**src/rtl/axi_window_pkg.sv**
```systemverilog
// Shared AXI response/burst codes and the read-slave FSM state type.
package axi_window_pkg;

  localparam logic [1:0] RESP_OKAY   = 2'b00;
  localparam logic [1:0] RESP_SLVERR = 2'b10;

  localparam logic [1:0] BURST_FIXED = 2'b00;
  localparam logic [1:0] BURST_INCR  = 2'b01;
  localparam logic [1:0] BURST_WRAP  = 2'b10;

  typedef enum logic [1:0] {
    IDLE  = 2'd0,
    BURST = 2'd1,
    DRAIN = 2'd2
  } rd_state_t;

  function automatic logic burst_supported(input logic [1:0] burst);
    return (burst == BURST_FIXED) || (burst == BURST_INCR);
  endfunction

endpackage

```
**src/rtl/axi_rd_skid_fifo.sv**
```systemverilog
// Two-entry valid/ready buffer with fall-through when empty: zero added latency.
// in_rdy drops only when both entries hold data; output holds steady while out_rdy is low.
module axi_rd_skid_fifo #(
  parameter int WIDTH = 8
) (
  input  logic             clk,
  input  logic             rst,
  input  logic             in_vld,
  output logic             in_rdy,
  input  logic [WIDTH-1:0] in_dat,
  output logic             out_vld,
  input  logic             out_rdy,
  output logic [WIDTH-1:0] out_dat,
  output logic [1:0]       count
);

  logic [WIDTH-1:0] ent0, ent1;
  logic             push, pop;

  assign in_rdy  = (count != 2'd2);
  assign out_vld = (count != 2'd0) || in_vld;
  assign out_dat = (count != 2'd0) ? ent0 : in_dat;
  assign push    = in_vld && in_rdy;
  assign pop     = out_vld && out_rdy;

  always_ff @(posedge clk or posedge rst) begin
    if (rst) begin
      count <= 2'd0;
      ent0  <= '0;
      ent1  <= '0;
    end else begin
      case (count)
        2'd0: begin
          // An input consumed in the same cycle bypasses storage entirely.
          if (push && !pop) begin
            ent0  <= in_dat;
            count <= 2'd1;
          end
        end
        2'd1: begin
          if (push && pop) begin
            ent0 <= in_dat;
          end else if (push) begin
            ent1  <= in_dat;
            count <= 2'd2;
          end else if (pop) begin
            count <= 2'd0;
          end
        end
        default: begin
          if (pop) begin
            ent0  <= ent1;
            count <= 2'd1;
          end
        end
      endcase
    end
  end

endmodule

```
**src/rtl/axi_window_read_slave.sv**
```systemverilog
// AXI read slave over a window RAM; first beat 2 cycles after AR, 1 beat/cycle under rready.
// Optional AXI_WINDOW_READ_SLAVE_STATS_EN adds saturating burst/error counters.
module axi_window_read_slave
  import axi_window_pkg::*;
#(
  parameter int DATA_BYTE_WIDTH    = 32,
  parameter int DATA_BYTE_SHIFT    = 5,
  parameter int WINDOW_DEPTH_INDEX = 7,
  parameter int WINDOW_DEPTH       = 100
) (
  input  logic                          clk,
  input  logic                          rst,
  input  logic [3:0]                    s_axi_arid,
  input  logic [31:0]                   s_axi_araddr,
  input  logic [7:0]                    s_axi_arlen,
  input  logic [2:0]                    s_axi_arsize,
  input  logic [1:0]                    s_axi_arburst,
  input  logic                          s_axi_arvalid,
  output logic                          s_axi_arready,
  output logic [3:0]                    s_axi_rid,
  output logic [DATA_BYTE_WIDTH*8-1:0]  s_axi_rdata,
  output logic [1:0]                    s_axi_rresp,
  output logic                          s_axi_rlast,
  output logic                          s_axi_rvalid,
  input  logic                          s_axi_rready,
  output logic                          mem_rd_en,
  output logic [WINDOW_DEPTH_INDEX-1:0] mem_rd_addr,
  input  logic [DATA_BYTE_WIDTH*8-1:0]  mem_rd_data,
  output logic                          busy
`ifdef AXI_WINDOW_READ_SLAVE_STATS_EN
  ,
  output logic [15:0]                   stat_bursts,
  output logic [15:0]                   stat_errors
`endif
);

  localparam int DW = DATA_BYTE_WIDTH * 8;
  localparam int PW = 4 + 2 + 1 + DW;

  rd_state_t   state, state_n;
  logic [3:0]  b_id, p_id;
  logic [7:0]  b_len, beat_cnt;
  logic        b_fixed, b_err;
  logic [31:0] idx;
  logic        p_vld, p_err, p_last;
  logic [1:0]  fifo_cnt;
  logic        fifo_in_rdy;
  logic [PW-1:0] fifo_in, fifo_out;
  logic        ar_hs, issue, beat_bad, last_issue, room;

  assign s_axi_arready = (state == IDLE) && !rst;
  assign ar_hs         = s_axi_arvalid && s_axi_arready;
  // Full-width index so addresses past the RAM's index range still count as out of window.
  assign beat_bad      = b_err || (idx >= 32'(WINDOW_DEPTH));
  assign last_issue    = (beat_cnt == b_len);
  assign room          = fifo_in_rdy && (({1'b0, fifo_cnt} + {2'b00, p_vld}) < 3'd2);
  assign busy          = (state != IDLE);
  assign mem_rd_addr   = idx[WINDOW_DEPTH_INDEX-1:0];

  always_ff @(posedge clk or posedge rst) begin
    if (rst) state <= IDLE;
    else     state <= state_n;
  end

  always_comb begin
    state_n   = state;
    issue     = 1'b0;
    mem_rd_en = 1'b0;
    case (state)
      IDLE: if (ar_hs) state_n = BURST;
      BURST: begin
        if (room) begin
          issue     = 1'b1;
          mem_rd_en = !beat_bad;
          if (last_issue) state_n = DRAIN;
        end
      end
      DRAIN: if (s_axi_rvalid && s_axi_rready && s_axi_rlast) state_n = IDLE;
      default: state_n = IDLE;
    endcase
  end

  always_ff @(posedge clk or posedge rst) begin
    if (rst) begin
      b_id     <= '0;
      b_len    <= '0;
      b_fixed  <= 1'b0;
      b_err    <= 1'b0;
      idx      <= '0;
      beat_cnt <= '0;
      p_vld    <= 1'b0;
      p_err    <= 1'b0;
      p_last   <= 1'b0;
      p_id     <= '0;
    end else begin
      p_vld  <= issue;
      p_err  <= issue && beat_bad;
      p_last <= issue && last_issue;
      if (issue) p_id <= b_id;
      if (ar_hs) begin
        b_id     <= s_axi_arid;
        b_len    <= s_axi_arlen;
        b_fixed  <= (s_axi_arburst == BURST_FIXED);
        b_err    <= !burst_supported(s_axi_arburst) ||
                    (s_axi_arsize != 3'(DATA_BYTE_SHIFT));
        idx      <= s_axi_araddr >> DATA_BYTE_SHIFT;
        beat_cnt <= 8'd0;
      end else if (issue) begin
        beat_cnt <= beat_cnt + 8'd1;
        if (!b_fixed) idx <= idx + 32'd1;
      end
    end
  end

  // Error beats never read the RAM and return zero data.
  assign fifo_in = {p_id, (p_err ? RESP_SLVERR : RESP_OKAY), p_last,
                    ((p_vld && !p_err) ? mem_rd_data : {DW{1'b0}})};

  axi_rd_skid_fifo #(.WIDTH(PW)) u_out_buf (
    .clk     (clk),
    .rst     (rst),
    .in_vld  (p_vld),
    .in_rdy  (fifo_in_rdy),
    .in_dat  (fifo_in),
    .out_vld (s_axi_rvalid),
    .out_rdy (s_axi_rready),
    .out_dat (fifo_out),
    .count   (fifo_cnt)
  );

  assign {s_axi_rid, s_axi_rresp, s_axi_rlast, s_axi_rdata} = fifo_out;

`ifdef AXI_WINDOW_READ_SLAVE_STATS_EN
  always_ff @(posedge clk or posedge rst) begin
    if (rst) begin
      stat_bursts <= '0;
      stat_errors <= '0;
    end else begin
      if (ar_hs && (stat_bursts != 16'hFFFF)) stat_bursts <= stat_bursts + 16'd1;
      if (s_axi_rvalid && s_axi_rready && (s_axi_rresp == RESP_SLVERR) &&
          (stat_errors != 16'hFFFF))
        stat_errors <= stat_errors + 16'd1;
    end
  end
`endif

endmodule

```
**config.mk**
```make
export PLATFORM = sky130hd
export DESIGN_NAME = axi_window_read_slave
export DESIGN_NICKNAME = d
export VERILOG_FILES = /design/src/rtl/axi_window_pkg.sv /design/src/rtl/axi_rd_skid_fifo.sv /design/src/rtl/axi_window_read_slave.sv
export SDC_FILE = /design/constraint.sdc
export NUM_CORES = 2
export LEC_CHECK = 0
export CELL_PAD_IN_SITES_DETAIL_PLACEMENT = 1
export CELL_PAD_IN_SITES_GLOBAL_PLACEMENT = 2
export CORE_MARGIN = 5
export CORE_UTILIZATION = 31
export DETAILED_ROUTE_END_ITERATION = 6
export PLACE_DENSITY = 0.76
export SLEW_MARGIN = 10
export SYNTH_ARGS = -nofsm -noshare
export SYNTH_HDL_FRONTEND = slang
export SYNTH_HIERARCHICAL = 1
export SYNTH_SLANG_ARGS = --single-unit
```
**constraint.sdc**
```tcl
create_clock -name clk -period 18.4 [get_ports clk]
set_input_delay 4.6 -clock clk [delete_from_list [all_inputs] [get_ports clk]]
set_output_delay 4.6 -clock clk [all_outputs]
set_load 0.01 [all_outputs]
```
==> results.md <==
- Leakage power: 16.8 nW
- Fmax: 93.6 MHz
- Largest net degree at the start of global routing: 183
- Register bit total from synthesis: 591
- CP most frequent cell: clkdlybuf4s50_1
- Clock latency on the worst-skew pair: 0.62 ns
- Final Instance Count excl. Fillers: 4509
- Worst flop-to-flop path endpoint: u_out_buf/ent0[93]
- Cell Area, Synth: 0.0312 mm2
- Vias in the first global route: 25408
- Worst-path clk slew: 0.05 ns
- Via/cell ratio: 5.02
- IO Pins: 583
- Footprint of the multi-input gates: 0.0153 mm2
- Layout Skew: 0.0230 ns
- Worst setup SP type: primary input
- Status: completed
- Die ar.: 0.107 mm2
- Compound-Gate Fraction of Synth Area: 8.33%
- VDD IR-drop max: 92.8 uV
- Layout cells sized above 1: 23.3%
- Mean Syn Cell Area: 11.6 um2
- Combinational power share: 50.8%
- Synth Instances: 2686
- Worst min-delay path startpoint: b_id[0]
- Largest stage delay, worst path: 0.62 ns
- Worst R2R Setup Slack: 13.60 ns
- EDFF count, synth: 0
- Worst-margin pin slew: 1.23 ns
- Tcrit/Tclk final: 58.1%
- Synth Flop Type: dfrtp_1
- Antenna Nets Post-Route: 0
- Multiplexer share of the synthesized area: 27.7%
- RSZ-0062 raised after global routing: false
- CTS tree: built
- Root Buffer: clkbuf_16
- Fillers: 10684
- Final net count: 3456
- Die width: 327 um
- Total track usage: 17.8%
- WL final: 99100 um
- Clock sink count: 591
- Layout Area Growth over Synthesis: 28.8%
- Slew margin rel.: 17.9%
- Area taken by flip-flops and latches: 0.0148 mm2
- Inst Count DP: 4368
- Tmin final: 10.68 ns
- Core area: 0.100 mm2
- Total CTS buffers: 72
- Max Slew Vio Count: 0
- Gpl congestion: 0.788
- Longest Clk Path Bufs: 3
- Adder-cell share of the synthesized area: 0.120%
- Initial antenna violation count: 24
- Sequential share of power: 30.6%
- Clock share of power: 18.6%
- Post-CTS Resized: 0
- Die H: 327 um
- Post-DP HPWL: 62900 um
- Post-synth cell types: 51
- Sequential fraction of the synthesis area: 47.5%
- Async SR Flop Fraction: 100%
- First-pass GRT wire length: 153000 um
- Setup TNS: 0 ns
- Hold_buf cts: 0
- Crit-path cells: clkdlybuf4s50_1 > and2_1 > mux2_2 > clkdlybuf4s50_1
- CP max-delay cell: clkdlybuf4s50_1
- Sw Share: 37.4%
- Wirelength per Cell: 22.0 um
- Drc violations: 0
- GRT overflow: 0
- DRT iter0 DRCs: 986
- H-tree Lvls: 3
- Crit end category: output port
- Critical Path Start: mem_rd_data[50]
- Reg-to-reg startpoint: u_out_buf/count[1]
- MaxCap Viol Count: 0
- Pre-antenna DRT Iters: 6
- Crit Path Category: primary input to output port
- Std-Cell Rows: 116
- Pwr Density: 190 mW/mm2
- Worst Path Required: 13.80 ns
- Setup repair bufs after CTS: 0
- Hold Vio Cnt, Final: 0
- Setup violators final: 0
- CP endpoint: s_axi_rdata[50]
- Initial Util: 31.2%
- Via count: 22628
- PortBufs: 577
- Worst path arrival time: 6.08 ns
- Hold Crit Class: register to register
- Crit-path max FO: 3
- XOR/XNOR share of the synthesized area: 1.01%
- Post-Synth Simple-Gate Area: 11.6%
- Synth warn: 6
- Largest family of logic cells by synthesized area: multiplexers
- P_sw: 2.86 mW
- Pint: 4.78 mW
- Reg2reg path depth: 5
sequential cells by signal, summed over array words and instances (netlist names):
| name | flops |
|---|---|
| b_err | 1 |
| p_last | 1 |
| p_err | 1 |
| b_id | 4 |
| p_vld | 1 |
| u_out_buf/ent0 | 263 |
| u_out_buf/count | 2 |
| b_fixed | 1 |
| b_len | 8 |
| u_out_buf/ent1 | 263 |
| beat_cnt | 8 |
| p_id | 4 |
| idx | 32 |
| state | 2 |
final cells by class:
type	instances	area share [%]
multi-input combinational	1863	38.0
sequential	591	36.9
timing repair buffer	610	15.2
clock buffer	106	5.11
tap	1298	4.05
clock inverter	17	0.623
antenna	18	0.112
inverter	6	0.0655
cell families after synthesis:
group | count (synthesis)
multiplexers | 797
AND/OR/NAND/NOR | 714
flip-flops | 591
AO/OA/AOI/OAI | 310
buffers and inverters | 234
XOR/XNOR | 36
adder cells (fa/ha/maj) | 3
other | 1
how the worst min path moves through the flow:
stage,cells after the start,slack (ns),end
2_1_floorplan,2,0.44,b_id[3]
3_3_place_gp,2,0.47,b_id[3]
3_5_place_dp,2,0.47,b_id[0]
4_1_cts,2,0.48,b_id[0]
5_1_grt,1,0.51,u_out_buf/ent1[35]
6_report,2,0.48,b_id[0]
routing by layer:
| layer | GRT usage [%] | part of all wire (%) |
|---|---|---|
| met5 | 0 | 0.11 |
| met4 | 5.10 | 2.6 |
| met3 | 5.12 | 6.2 |
| met2 | 30.8 | 50 |
| met1 | 21.7 | 41 |
Yosys cell counts, types with 2 or more instances:
cell type | count | area share [%]
a21oi_1 | 10 | 0.16
a22oi_1 | 193 | 4.6
a22oi_2 | 70 | 2.8
a31oi_1 | 2 | 0.040
and2_1 | 262 | 5.3
and3_1 | 7 | 0.14
and3_2 | 4 | 0.096
and4_1 | 3 | 0.084
and4_2 | 2 | 0.064
buf_2 | 107 | 1.7
buf_4 | 17 | 0.41
buf_6 | 12 | 0.43
clkbuf_1 | 91 | 1.1
dfrtp_1 | 591 | 47
ha_1 | 3 | 0.12
inv_1 | 6 | 0.072
mux2_1 | 16 | 0.58
mux2_2 | 514 | 19
mux2i_1 | 267 | 8.6
nand2_1 | 77 | 0.93
nand2b_1 | 2 | 0.040
nand3_1 | 11 | 0.18
nand3_2 | 2 | 0.064
nand3b_1 | 4 | 0.096
nand4_1 | 15 | 0.30
nor2_1 | 288 | 3.5
nor3_1 | 11 | 0.18
nor3b_1 | 2 | 0.048
nor4_1 | 10 | 0.20
nor4b_4 | 2 | 0.15
o211ai_1 | 2 | 0.048
o21ai_0 | 23 | 0.37
o22ai_1 | 2 | 0.040
o31ai_1 | 3 | 0.072
or3_1 | 3 | 0.060
or4_1 | 3 | 0.072
xnor2_1 | 20 | 0.56
xor2_1 | 16 | 0.45
critical path, delay by kind of cell:
| kind | cells | cell delay, ns |
|---|---|---|
| buffers and inverters | 2 | 1.13 |
| multiplexers | 1 | 0.17 |
| AND/OR/NAND/NOR | 1 | 0.19 |
metrics by stage:
step	hold slack (ns)	power (mW)	setup WS, ns	util (%)	cell area [um2]
after global placement	0.465	6.12	7.73	37.8	37800
final	0.478	7.64	7.72	40.1	40100
after global routing	0.513	8.12	7.69	40.1	40100
after CTS	0.485	7.78	7.72	40.1	40100
after detailed placement	0.472	6.29	7.73	37.8	37800
after floorplan	0.439	4.70	6.62	-	31200
layout by cell type (no fill, tap or decap), drive strengths merged, types with 4 or more instances in the layout:
master           n
a21oi           10
buf             33
nand2           78
nor3            11
and2           262
a22oi          263
mux2i          267
diode           18
and3            11
inv              9
clkbuf         106
o21ai           23
nor2           288
xnor2           20
dfrtp          591
nor4            10
clkdlybuf4s50  577
xor2            16
clkinv           7
bufinv           6
nand3           13
mux2           530
nand3b           4
and4             6
nand4           16
power by group through the flow:
stage / Clock, mW / Combinational, mW / Sequential, mW
6_report: 1.42 / 3.88 / 2.34
5_1_grt: 1.52 / 4.19 / 2.41
4_1_cts: 1.48 / 3.96 / 2.34
3_5_place_dp: 0 / 3.93 / 2.36
3_3_place_gp: 0 / 3.83 / 2.30
2_1_floorplan: 0 / 2.48 / 2.22
(Power assumes the default switching activity.)
